==> src/rtl/instruction_prefetch_unit.sv <==
// Sequential instruction prefetch FIFO between core fetch port and memory.
// Ports: clk/reset(n), core PC in, instr data/response out, mem req/ack.
module instruction_prefetch_unit #(
  parameter logic [31:0] BOOT_ADDRESS = 32'h0000_0000,
  parameter int          DEPTH        = 4
) (
  input  logic        clk,
  input  logic        reset,
  input  logic [31:0] instruction_address,
  output logic [31:0] instruction_data,
  output logic        instruction_response,
  output logic        mem_req,
  output logic [31:0] mem_addr,
  input  logic        mem_ack,
  input  logic [31:0] mem_rdata
);

  localparam int PW = $clog2(DEPTH);
  localparam int CW = PW + 1;

  logic [31:0]   fifo_q [DEPTH];
  logic [PW-1:0] rd_ptr_q;
  logic [PW-1:0] rd_ptr_d;
  logic [PW-1:0] wr_ptr;
  logic [CW-1:0] count_q;
  logic [CW-1:0] count_d;
  logic [31:0]   head_q;
  logic [31:0]   head_d;
  logic          discard_q;
  logic          discard_d;
  logic          req_d;
  logic [31:0]   addr_d;

  logic empty;
  logic hold;
  logic advance;
  logic redirect;
  logic complete;
  logic drop;
  logic enq;

  // mem_req doubles as the pending flag: it is held until the ack.
  always_comb begin
    empty    = (count_q == '0);
    hold     = (instruction_address == head_q);
    advance  = !hold && !empty &&
               (instruction_address == head_q + 32'd4);
    redirect = !hold && !advance;
    complete = mem_req && mem_ack;
    drop     = complete && (discard_q || redirect);
    enq      = complete && !drop;
    wr_ptr   = rd_ptr_q + count_q[PW-1:0];
  end

  always_comb begin
    rd_ptr_d  = rd_ptr_q;
    count_d   = count_q;
    head_d    = head_q;
    discard_d = discard_q;
    if (redirect) begin
      count_d = '0;
      head_d  = instruction_address;
    end else begin
      count_d = count_q + CW'(enq) - CW'(advance);
      if (advance) begin
        rd_ptr_d = rd_ptr_q + PW'(1);
        head_d   = head_q + 32'd4;
      end
    end
    if (complete) begin
      discard_d = 1'b0;
    end else if (redirect && mem_req) begin
      discard_d = 1'b1;
    end
  end

  // An outstanding request is never retracted; a new one is issued
  // only once nothing is in flight, so discard is clear by then.
  always_comb begin
    if (mem_req && !mem_ack) begin
      req_d  = 1'b1;
      addr_d = mem_addr;
    end else begin
      req_d  = (count_d < CW'(DEPTH));
      addr_d = head_d + (32'(count_d) << 2);
    end
  end

  always_ff @(posedge clk or negedge reset) begin
    if (!reset) begin
      rd_ptr_q  <= '0;
      count_q   <= '0;
      head_q    <= BOOT_ADDRESS;
      discard_q <= 1'b0;
      mem_req   <= 1'b0;
      mem_addr  <= BOOT_ADDRESS;
    end else begin
      rd_ptr_q  <= rd_ptr_d;
      count_q   <= count_d;
      head_q    <= head_d;
      discard_q <= discard_d;
      mem_req   <= req_d;
      mem_addr  <= addr_d;
    end
  end

  always_ff @(posedge clk) begin
    if (enq) begin
      fifo_q[wr_ptr] <= mem_rdata;
    end
  end

  always_comb begin
    instruction_response = !empty && hold;
    instruction_data     = empty ? 32'd0 : fifo_q[rd_ptr_q];
  end

  always_ff @(posedge clk) begin
    if (reset) begin
      assert (count_q <= CW'(DEPTH));
      assert (!(enq && !advance && !redirect &&
                count_q == CW'(DEPTH)));
    end
  end

endmodule
==> config.mk <==
export PLATFORM = sky130hd
export DESIGN_NAME = instruction_prefetch_unit
export DESIGN_NICKNAME = d
export VERILOG_FILES = /design/src/rtl/instruction_prefetch_unit.sv
export SDC_FILE = /design/constraint.sdc
export NUM_CORES = 1
export LEC_CHECK = 0
export ABC_AREA = 1
export BUFFER_PORTS_ARGS = -buffer_cell sky130_fd_sc_hd__buf_2
export CORE_MARGIN = 3
export CORE_UTILIZATION = 40
export CTS_BUF_LIST = sky130_fd_sc_hd__clkbuf_16
export CTS_CLUSTER_DIAMETER = 100
export CTS_CLUSTER_SIZE = 40
export DETAILED_ROUTE_END_ITERATION = 6
export PLACE_DENSITY = 0.65
export SLEW_MARGIN = 30
export SYNTH_ARGS = -nofsm -noshare
export SYNTH_HDL_FRONTEND = slang
export SYNTH_SLANG_ARGS = --single-unit
==> constraint.sdc <==
create_clock -name clk -period 4.7 [get_ports clk]
set_input_delay 0.235 -clock clk [delete_from_list [all_inputs] [get_ports clk]]
set_output_delay 0.235 -clock clk [all_outputs]
set_load 0.005 [all_outputs]
### Yosys cells after proc, flatten, opt, wreduce, memory -nomap -nowiden

Memories as Yosys holds them, arrays and structs flattened.
Cells that the tools add are included.

* register bits after elaboration: 71
* memory bits (writable): 128
* bits of input ports: 67
* output and inout bits: 66
* word-level logic and storage cells: 44
* memories: 1

* add/subtract/negate cells: 6
* $lt $le $gt $ge: 1
* equality and inequality tests: 2
* muxes and demuxes: 9
* bitwise logic cells: 1
* reductions and logical operators: 18

Memory list
* fifo_q: words 4, width 32, read ports 1, clocked after Yosys merged registers in 0, write ports 1, RTL line 21 `logic [31:0] fifo_q [DEPTH];`

Operator list (count)
* $mux 32: 3
* $eq 32x32->1: 2
* $add 32x3->32 const B: 1
* $add 32x5->32: 1
* $logic_and 1x1->1: 9
* $logic_not 1->1: 5
* $mux 1: 5
* $add 3x1->3: 1
* $logic_not 3->1: 1
* $lt 3x3->1 const B: 1
* $mux 3: 1
* $sub 3x1->3: 1
* $add 2x1->2 const B: 1
* $add 2x2->2: 1
* $reduce_and 2->1: 1
* $reduce_bool 2->1: 1
* $logic_or 1x1->1: 1
* $not 1->1: 1

### Logic depth before layout (Yosys ltp)

Gate-level depths: netlist of the first run.

* word-level depth: 15
* gate-level depth with buffers: 34
* depth with buffers taken out: 34

### Worst setup path before layout of the first run

OpenSTA, ideal clock, no wires.

* path kind: flip-flop to flip-flop
* from: register head_q[3]
* to: register mem_addr[13]
* library setup time: 0.117 ns
* data arrival time: 4.469 ns
* required time: 4.583 ns
* setup slack: 0.114 ns
* cell stages (with the launch flop): 32
* path buffers: 0
* period minus slack after synthesis: 4.586 ns
* cells stage by stage: dfrtp_1 ha_1 nand2_2 nor2_4 nand2_4 nor2_4 nand2_1 nand2_1 nand2_1 nand2_1 nand2_1 nor2_2 nand2_1 nor2_4 nand2_4 nand2_2 nand2_1 nor3_1 inv_1 ha_1 inv_1 ha_1 fa_1 a21boi_0 ha_1 a21oi_1 nand2_2 nand2_2 nor2_4 xor2_1 nand2_1 nand2_1

* longest elaborated chain between the ends: 14
* elaborated cells on any way between the ends: 18
* classes of those cells: 4 x add/sub; 2 x eq/ne; 3 x mux; 9 x reduce/logical

RTL lines
* start: declaration: RTL line 27 `logic [31:0] head_q;`
* start signal: assignment: RTL line 93 `head_q <= BOOT_ADDRESS;`
* start signal: assignment: RTL line 100 `head_q <= head_d;`
* parallel branches: the longest is 12 deep, another holds $add 32x3->32
* $mux 3 (*): RTL line 60 `if (redirect) begin`
* via count_d[1]: RTL line 26 `logic [CW-1:0] count_d;`
* $add 32x5->32 (*): RTL line 85 `addr_d = head_d + (32'(count_d) << 2);`
* end signal: assignment: RTL line 103 `mem_addr <= addr_d;`
* end: declaration: RTL line 13 `output logic [31:0] mem_addr,`

Mark *: on every way through the listed nets, which the timed path passes.
A chain may end at the register's enable or synchronous reset.

### Final worst setup path of the first run

* from: register head_q[2]
* to: register mem_addr[31]

Same word-level chain as after synthesis.

==> reports/qor.txt, run 1 <==
Outcome: finished, final reports clean
CTS clk-pin slew, worst paths: 0.09 ns
Vias per cell: 5.00
Crit Path Max Fanout: 6
Post-DP HPWL: 20600 um
Layout cells sized above 1: 0.197
GRT overflow: 0
Drt wl/cell: 16.4 um
Cts bufs inserted: 17
First-pass GRT wire length: 45900 um
ANT cells: 0
Detail Route Antenna Nets: 0
Max Buffers Root-to-Sink: 2
Area leader, netlist: edfxtp_1
Fin. Hold Viols: 0
Routed wire length: 29000 um
Flop-to-flop setup slack: 0.05 ns
Critical path buffers and inverters: 4
Peak supply drop: 203 uV
DP Area: 11500 um2
Most frequent cells after synthesis: 352 x nand2_1, 213 x nor2_1, 128 x edfxtp_1
Power Dens Cells: 303 nW/um2
Worst setup path end: mem_addr[31]
Worst Hold Class: in -> reg
Yosys warning count: 0
Vias in the first global route: 8541
Relative slew slack: 0.467
Die width: 167 um
Cell family with most CP delay: simple AND/OR/NAND/NOR gates
Maxcap violations: 0
Placed cell count: 1685
Leak: 5.67 nW
P&R area growth vs syn: 23.3%
Core area: 25300 um2
Synthesized area: 10300 um2
CTS sink count: 199
Area share of the leading cell type in the synthesized netlist: 0.372
Top Ports: 133
Area of the die: 27800 um2
Most common cell on crit path: nand2_1
CP peak stage delay: 0.51 ns
Gp weighted congestion: 0.954
# H-tree levels: 4
Total number of vias: 8847
Utilization after layout: 0.504
Register area: 5620 um2
Ys flop type: edfxtp_1
Die H: 167 um
Max Fclk: 0.215 GHz
I/O Buffers: 132
Router iterations before antenna repair: 5
CTS tree: done
Post-route DRC: 0
Post-synth cell types: 40
Row count: 58
Clk_lat worst skew: 0.45 ns
Critical-path top delay cell: fa_1
CP startpoint: head_q[2]
Antenna violations before repair: 1
Multi-input logic area: 4110 um2
WP data required: 5.03 ns
Count leader, synth: nand2_1
Reg2reg start: head_q[2]
Setup Viol. Count Final: 0
Ys async rst share: 0.357
Flops & latches, synth: 199
Minimum clock period: 4.65 ns
Crit path depth: 33
Startpoint Class: flop
Fin crit share: 0.990
Register area share after synthesis: 0.543
Top cells by area, synth: edfxtp_1 37%, dfrtp_1 17%, nand2_1 13%
Worst Tran Pin Value: 0.799 ns
Worst Skew: 0.0161 ns
Largest net degree at the start of global routing: 72
CP arrival: 4.99 ns
Syn_nets: 1321
Final Max Tran Viols: 0
WS Path Type: reg -> reg
RSZ-0062 raised after global routing: true
Finished Cell Area: 12800 um2
Initial core utilization: 0.408
Fin cells: 1769
Initial DRC Count: 812
NumNets Final: 1501
Setup crit end kind: flop
Post-synth EDFFs: 128
Post-Synthesis Cells: 1246
Hold Slack: 0.0186 ns
Syn Area/Cell: 8.30 um2
GRT Total Usage: 0.208
FILL cells: 2357
Reg2reg path depth: 33
Root Driver: clkbuf_16
Worst flop-to-flop path endpoint: mem_addr[31]
-- registers in the layout, indices dropped and copies added, names as in the netlist --
signal / count
fifo_q: 128
head_q: 32
mem_addr: 32
count_q: 3
rd_ptr_q: 2
discard_q: 1
mem_req: 1
-- per-stage QoR --
step	total power, W	setup WS [ns]	TNS [ns]
after global placement	0.00228	0.0697	0
final	0.00386	0.0471	0
after detailed placement	0.00229	-0.0869	-0.920
after floorplan	0.00213	0.114	0
after global routing	0.00401	-0.263	-5.45
after CTS	0.00388	0.00377	0
-- worst min path at each step --
stage                                      start      endpoint  slack (ns)  cells after the start
after detailed placement  instruction_address[4]     head_q[4]        0.38                      1
after global placement    instruction_address[4]     head_q[4]        0.37                      1
final                               mem_rdata[6]  fifo_q[0][6]        0.02                      1
after CTS                           mem_rdata[8]  fifo_q[0][8]      0.0004                      1
after global routing                mem_rdata[7]  fifo_q[3][7]       0.003                      1
after floorplan                            reset    count_q[0]       -0.06                      0
-- cells by family (layout without fill, tap and decap cells) --
group / Yosys count / after routing / synth area share
compound gates: 122 / 122 / 0.0637
xor+xnor: 21 / 21 / 0.0178
fa+ha+maj: 8 / 8 / 0.0111
buf+inv: 188 / 381 / 0.0697
flops: 199 / 199 / 0.543
simple gates: 708 / 708 / 0.294
-- placed cells by master (no fill, tap or decap), types with 3 or more instances in the layout --
cell	count
inv_2	13
clkinv_8	8
nand3_1	67
nor2_4	13
clkbuf_16	17
buf_4	48
o21ai_0	72
inv_12	3
ha_1	3
nor2_2	11
edfxtp_1	128
nor3_1	13
xor2_1	9
and2_1	3
buf_2	131
nand2_2	8
dlygate4sd3_1	45
nand4_1	14
nand3_2	3
a21oi_1	34
dfrtp_1	70
nor2_1	206
inv_1	108
nor4_1	3
a31oi_1	8
xnor2_1	12
nand3b_1	4
nand2_1	350
nand2_4	8
-- worst reg2reg max path: cells and delay by family, from the launching register on --
family	cells	cell delay, ns
and+or+nand+nor	22	2.09
DFF	1	0.40
adders and majority gates	5	1.38
AOI/OAI and AO/OA	2	0.34
buffers and inverters	4	0.34
-- repair_timing --
item / 4_1_cts / 5_1_grt
pin swaps: 0 / 24
buffers inserted: 1 / 6
setup endpoints to repair: 24 / 28
endpoints found under the hold margin: 166 / 1
gates resized for setup: 2 / 22
hold buffers: 44 / 1
-- final cells by class --
class	instances	area share
Inverter	123	0.0362
Tap cell	330	0.0324
Timing Repair Buffer	226	0.117
Clock inverter	15	0.0187
Multi-Input combinational cell	859	0.322
Sequential cell	199	0.441
Clock buffer	17	0.0333
-- report_power, final --
group	leakage (nW)	internal (W)	switching (W)
sequential	1.98	0.00190	0.0000340
clock	0.317	0.000759	0.000814
combinational	3.37	0.000133	0.000217
total	5.67	0.00279	0.00106
-- layer usage --
| layer | share of wire | vias to the layer above | routed length (um) | global-route usage |
|---|---|---|---|---|
| met1 | 0.43 | 4125 | 12400 | 0.273 |
| met5 | 0.00066 | - | 19 | 0 |
| met3 | 0.061 | 59 | 1780 | 0.0323 |
| li1 | - | 4344 | - | - |
| met2 | 0.48 | 317 | 13800 | 0.347 |
| met4 | 0.032 | 2 | 941 | 0.0839 |
Power figures use the tool's default switching activity.
==> inputs of run 2 (changes only) <==
PLACE_DENSITY = 0.63   (was 0.65)
REMOVE_ABC_BUFFERS = 1   (was unset)
clock period = 6 ns   (was 4.7 ns; I/O delays follow)
==> run 2 against run 1 <==
  * Total power fell by 24%
  * First-iteration DRC count fell by 18%
  * Register-to-register slack better by 0.66 ns
  * Wire length down 8.2%
  * Global-route usage decreased by 1.6 points
  * Via count fell by 5.7%
  * Worst hold slack better by 0.0027 ns
  * Clock skew up 0.0014 ns
  * Combinational power decreased by 33%
  * Sequential cell count stayed put
  * Count of clock-buffer cells in the layout unchanged
  * Largest power group unchanged
==> reports/qor.txt, run 2 (same netlist as run 1, synthesis figures left out) <==
Finished Cell Area: 11900 um2 (was 12800 um2)
Multi-input logic area: 4020 um2 (was 4110 um2)
Core area: 25300 um2 (unchanged)
Post-CTS Setup Repair Bufs: 0 (was 1)
ANT cells: 0 (unchanged)
Crit Path Max Fanout: 5 (was 6)
Hold Path Origin: instruction_address[2] (was mem_rdata[6])
Fin crit share: 0.882 (was 0.990)
Cts bufs inserted: 17 (unchanged)
Met2 global-route usage: 0.315 (was 0.347)
Worst Hold Class: in -> reg (unchanged)
P&R area growth vs syn: 15.3% (was 23.3%)
Setup crit end kind: flop (unchanged)
Max reg flops: 128 (unchanged)
Worst Skew: 0.0175 ns (was 0.0161 ns)
Global-route met3 utilization: 0.0335 (was 0.0323)
Row count: 58 (unchanged)
GRT Total Usage: 0.192 (was 0.208)
Outcome: finished, final reports clean (unchanged)
Total number of vias: 8345 (was 8847)
# H-tree levels: 4 (unchanged)
Minimum clock period: 5.29 ns (was 4.65 ns)
Busiest layer in global routing: met2 (unchanged)
Layout cells sized above 1: 0.169 (was 0.197)
GRT overflow: 0 (unchanged)
FILL cells: 2445 (was 2357)
CTS tree: done (unchanged)
CTS clk-pin slew, worst paths: 0.08 ns (was 0.09 ns)
Most frequent cells in the layout: 352 x nand2_1, 208 x nor2_1, 131 x buf_2 (was 350 x nand2_1, 206 x nor2_1, 131 x buf_2)
Clk_lat worst skew: 0.44 ns (was 0.45 ns)
Flop-to-flop setup slack: 0.71 ns (was 0.05 ns)
Detail Route Antenna Nets: 0 (unchanged)
Die width: 167 um (unchanged)
Die H: 167 um (unchanged)
Area of the die: 27800 um2 (unchanged)
Top Ports: 133 (unchanged)
Power Dens Cells: 246 nW/um2 (was 303 nW/um2)
Initial core utilization: 0.408 (unchanged)
Final worst slack: 0.705 ns (was 0.0471 ns)
Largest net degree at the start of global routing: 72 (unchanged)
CP peak stage delay: 0.51 ns (about the same)
Post-DP HPWL: 18400 um (was 20600 um)
RSZ-0062 raised after global routing: false (was true)
Peak supply drop: 143 uV (was 203 uV)
Routed wire length: 26600 um (was 29000 um)
Startpoint Class: flop (unchanged)
Root Driver: clkbuf_16 (unchanged)
Maxcap violations: 0 (unchanged)
Max Buffers Root-to-Sink: 2 (unchanged)
Worst Tran Pin Value: 0.818 ns (was 0.799 ns)
Antenna violations before repair: 0 (was 1)
Relative slew slack: 0.454 (was 0.467)
Gp weighted congestion: 0.912 (was 0.954)
Router iterations before antenna repair: 5 (unchanged)
Utilization after layout: 0.471 (was 0.504)
Initial DRC Count: 666 (was 812)
Grt met1 use: 0.267 (was 0.273)
WP data required: 6.33 ns (was 5.03 ns)
CP arrival: 5.62 ns (was 4.99 ns)
NumNets Final: 1422 (was 1501)
Max Fclk: 0.189 GHz (was 0.215 GHz)
Final Max Tran Viols: 0 (unchanged)
Critical-path top delay cell: a21boi_0 (was fa_1)
Largest reg by FF count: fifo_q (unchanged)
CP startpoint: head_q[3] (was head_q[2])
Setup Viol. Count Final: 0 (unchanged)
Post-route DRC: 0 (unchanged)
Fin. Hold Viols: 0 (unchanged)
I/O Buffers: 132 (unchanged)
Reg2reg start: head_q[3] (was head_q[2])
TNS Setup: 0 ns (unchanged)
WS Path Type: reg -> reg (unchanged)
Commonest non-fill, non-tap cell in the layout: nand2_1 (unchanged)
Leak: 5.29 nW (was 5.67 nW)
DP Worst Slack: 0.729 ns (was -0.0869 ns)
CTS sink count: 199 (unchanged)
Register area: 5620 um2 (about the same)
Most common cell on crit path: nand2_1 (unchanged)
First-pass GRT wire length: 42700 um (was 45900 um)
Drt wl/cell: 15.7 um (was 16.4 um)
DP Area: 11300 um2 (was 11500 um2)
CTS-repair resized insts: 0 (was 2)
Vias in the first global route: 8150 (was 8541)
Largest registers: fifo_q x128, head_q x32, mem_addr x32 (unchanged)
Vias per cell: 4.94 (was 5.00)
run 2: what timing repair did:
action	CTS	global route
setup endpoints to repair	0	0
hold endpoints to repair	4	71
hold buffers	4	1
run 2: cell type report:
| cell class | instances | area share |
|---|---|---|
| Clock inverter | 15 | 0.0162 |
| Inverter | 123 | 0.0387 |
| Multi-Input combinational cell | 859 | 0.337 |
| Tap cell | 330 | 0.0346 |
| Sequential cell | 199 | 0.472 |
| Timing Repair Buffer | 147 | 0.0664 |
| Clock buffer | 17 | 0.0357 |
run 2: worst paths after layout:
path	to	cells past startpoint
min	head_q[2]	1
min reg2reg	mem_addr[3]	2
max reg2reg	mem_addr[13]	28
max in group asynchronous	rd_ptr_q[0]	2
min in group asynchronous	mem_addr[6]	2
max	mem_addr[13]	28
run 2: stage by stage:
stage | power [W] | std cells | hold WS (ns)
after floorplan | 0.00166 | 1181 | 0.00441
after detailed placement | 0.00177 | 1653 | 0.444
final | 0.00293 | 1690 | 0.0213
after global placement | 0.00177 | 1653 | 0.440
after global routing | 0.00305 | 1690 | 0.00741
after CTS | 0.00296 | 1689 | 0.00667
run 2: critical path, delay by kind of cell (launching register included):
| kind | cells | cell delay, ns |
|---|---|---|
| XOR/XNOR | 2 | 0.38 |
| AO/OA/AOI/OAI | 2 | 0.84 |
| adder cells (fa/ha/maj) | 5 | 1.56 |
| flip-flops | 1 | 0.40 |
| AND/OR/NAND/NOR | 17 | 1.89 |
| buffers and inverters | 2 | 0.12 |
run 2: layer usage:
metal  up-vias  share of wire
met5         -              0
met4         0          0.014
met3        23          0.053
met2       241           0.47
met1      3892           0.47
li1       4189              -
run 2: report_power, final:
group	internal [W]	switching [W]	leakage [nW]	total [W]
Clock	0.000578	0.000603	0.302	0.00118
Sequential	0.00149	0.0000244	1.98	0.00151
Combinational	0.0000803	0.000155	3.00	0.000235
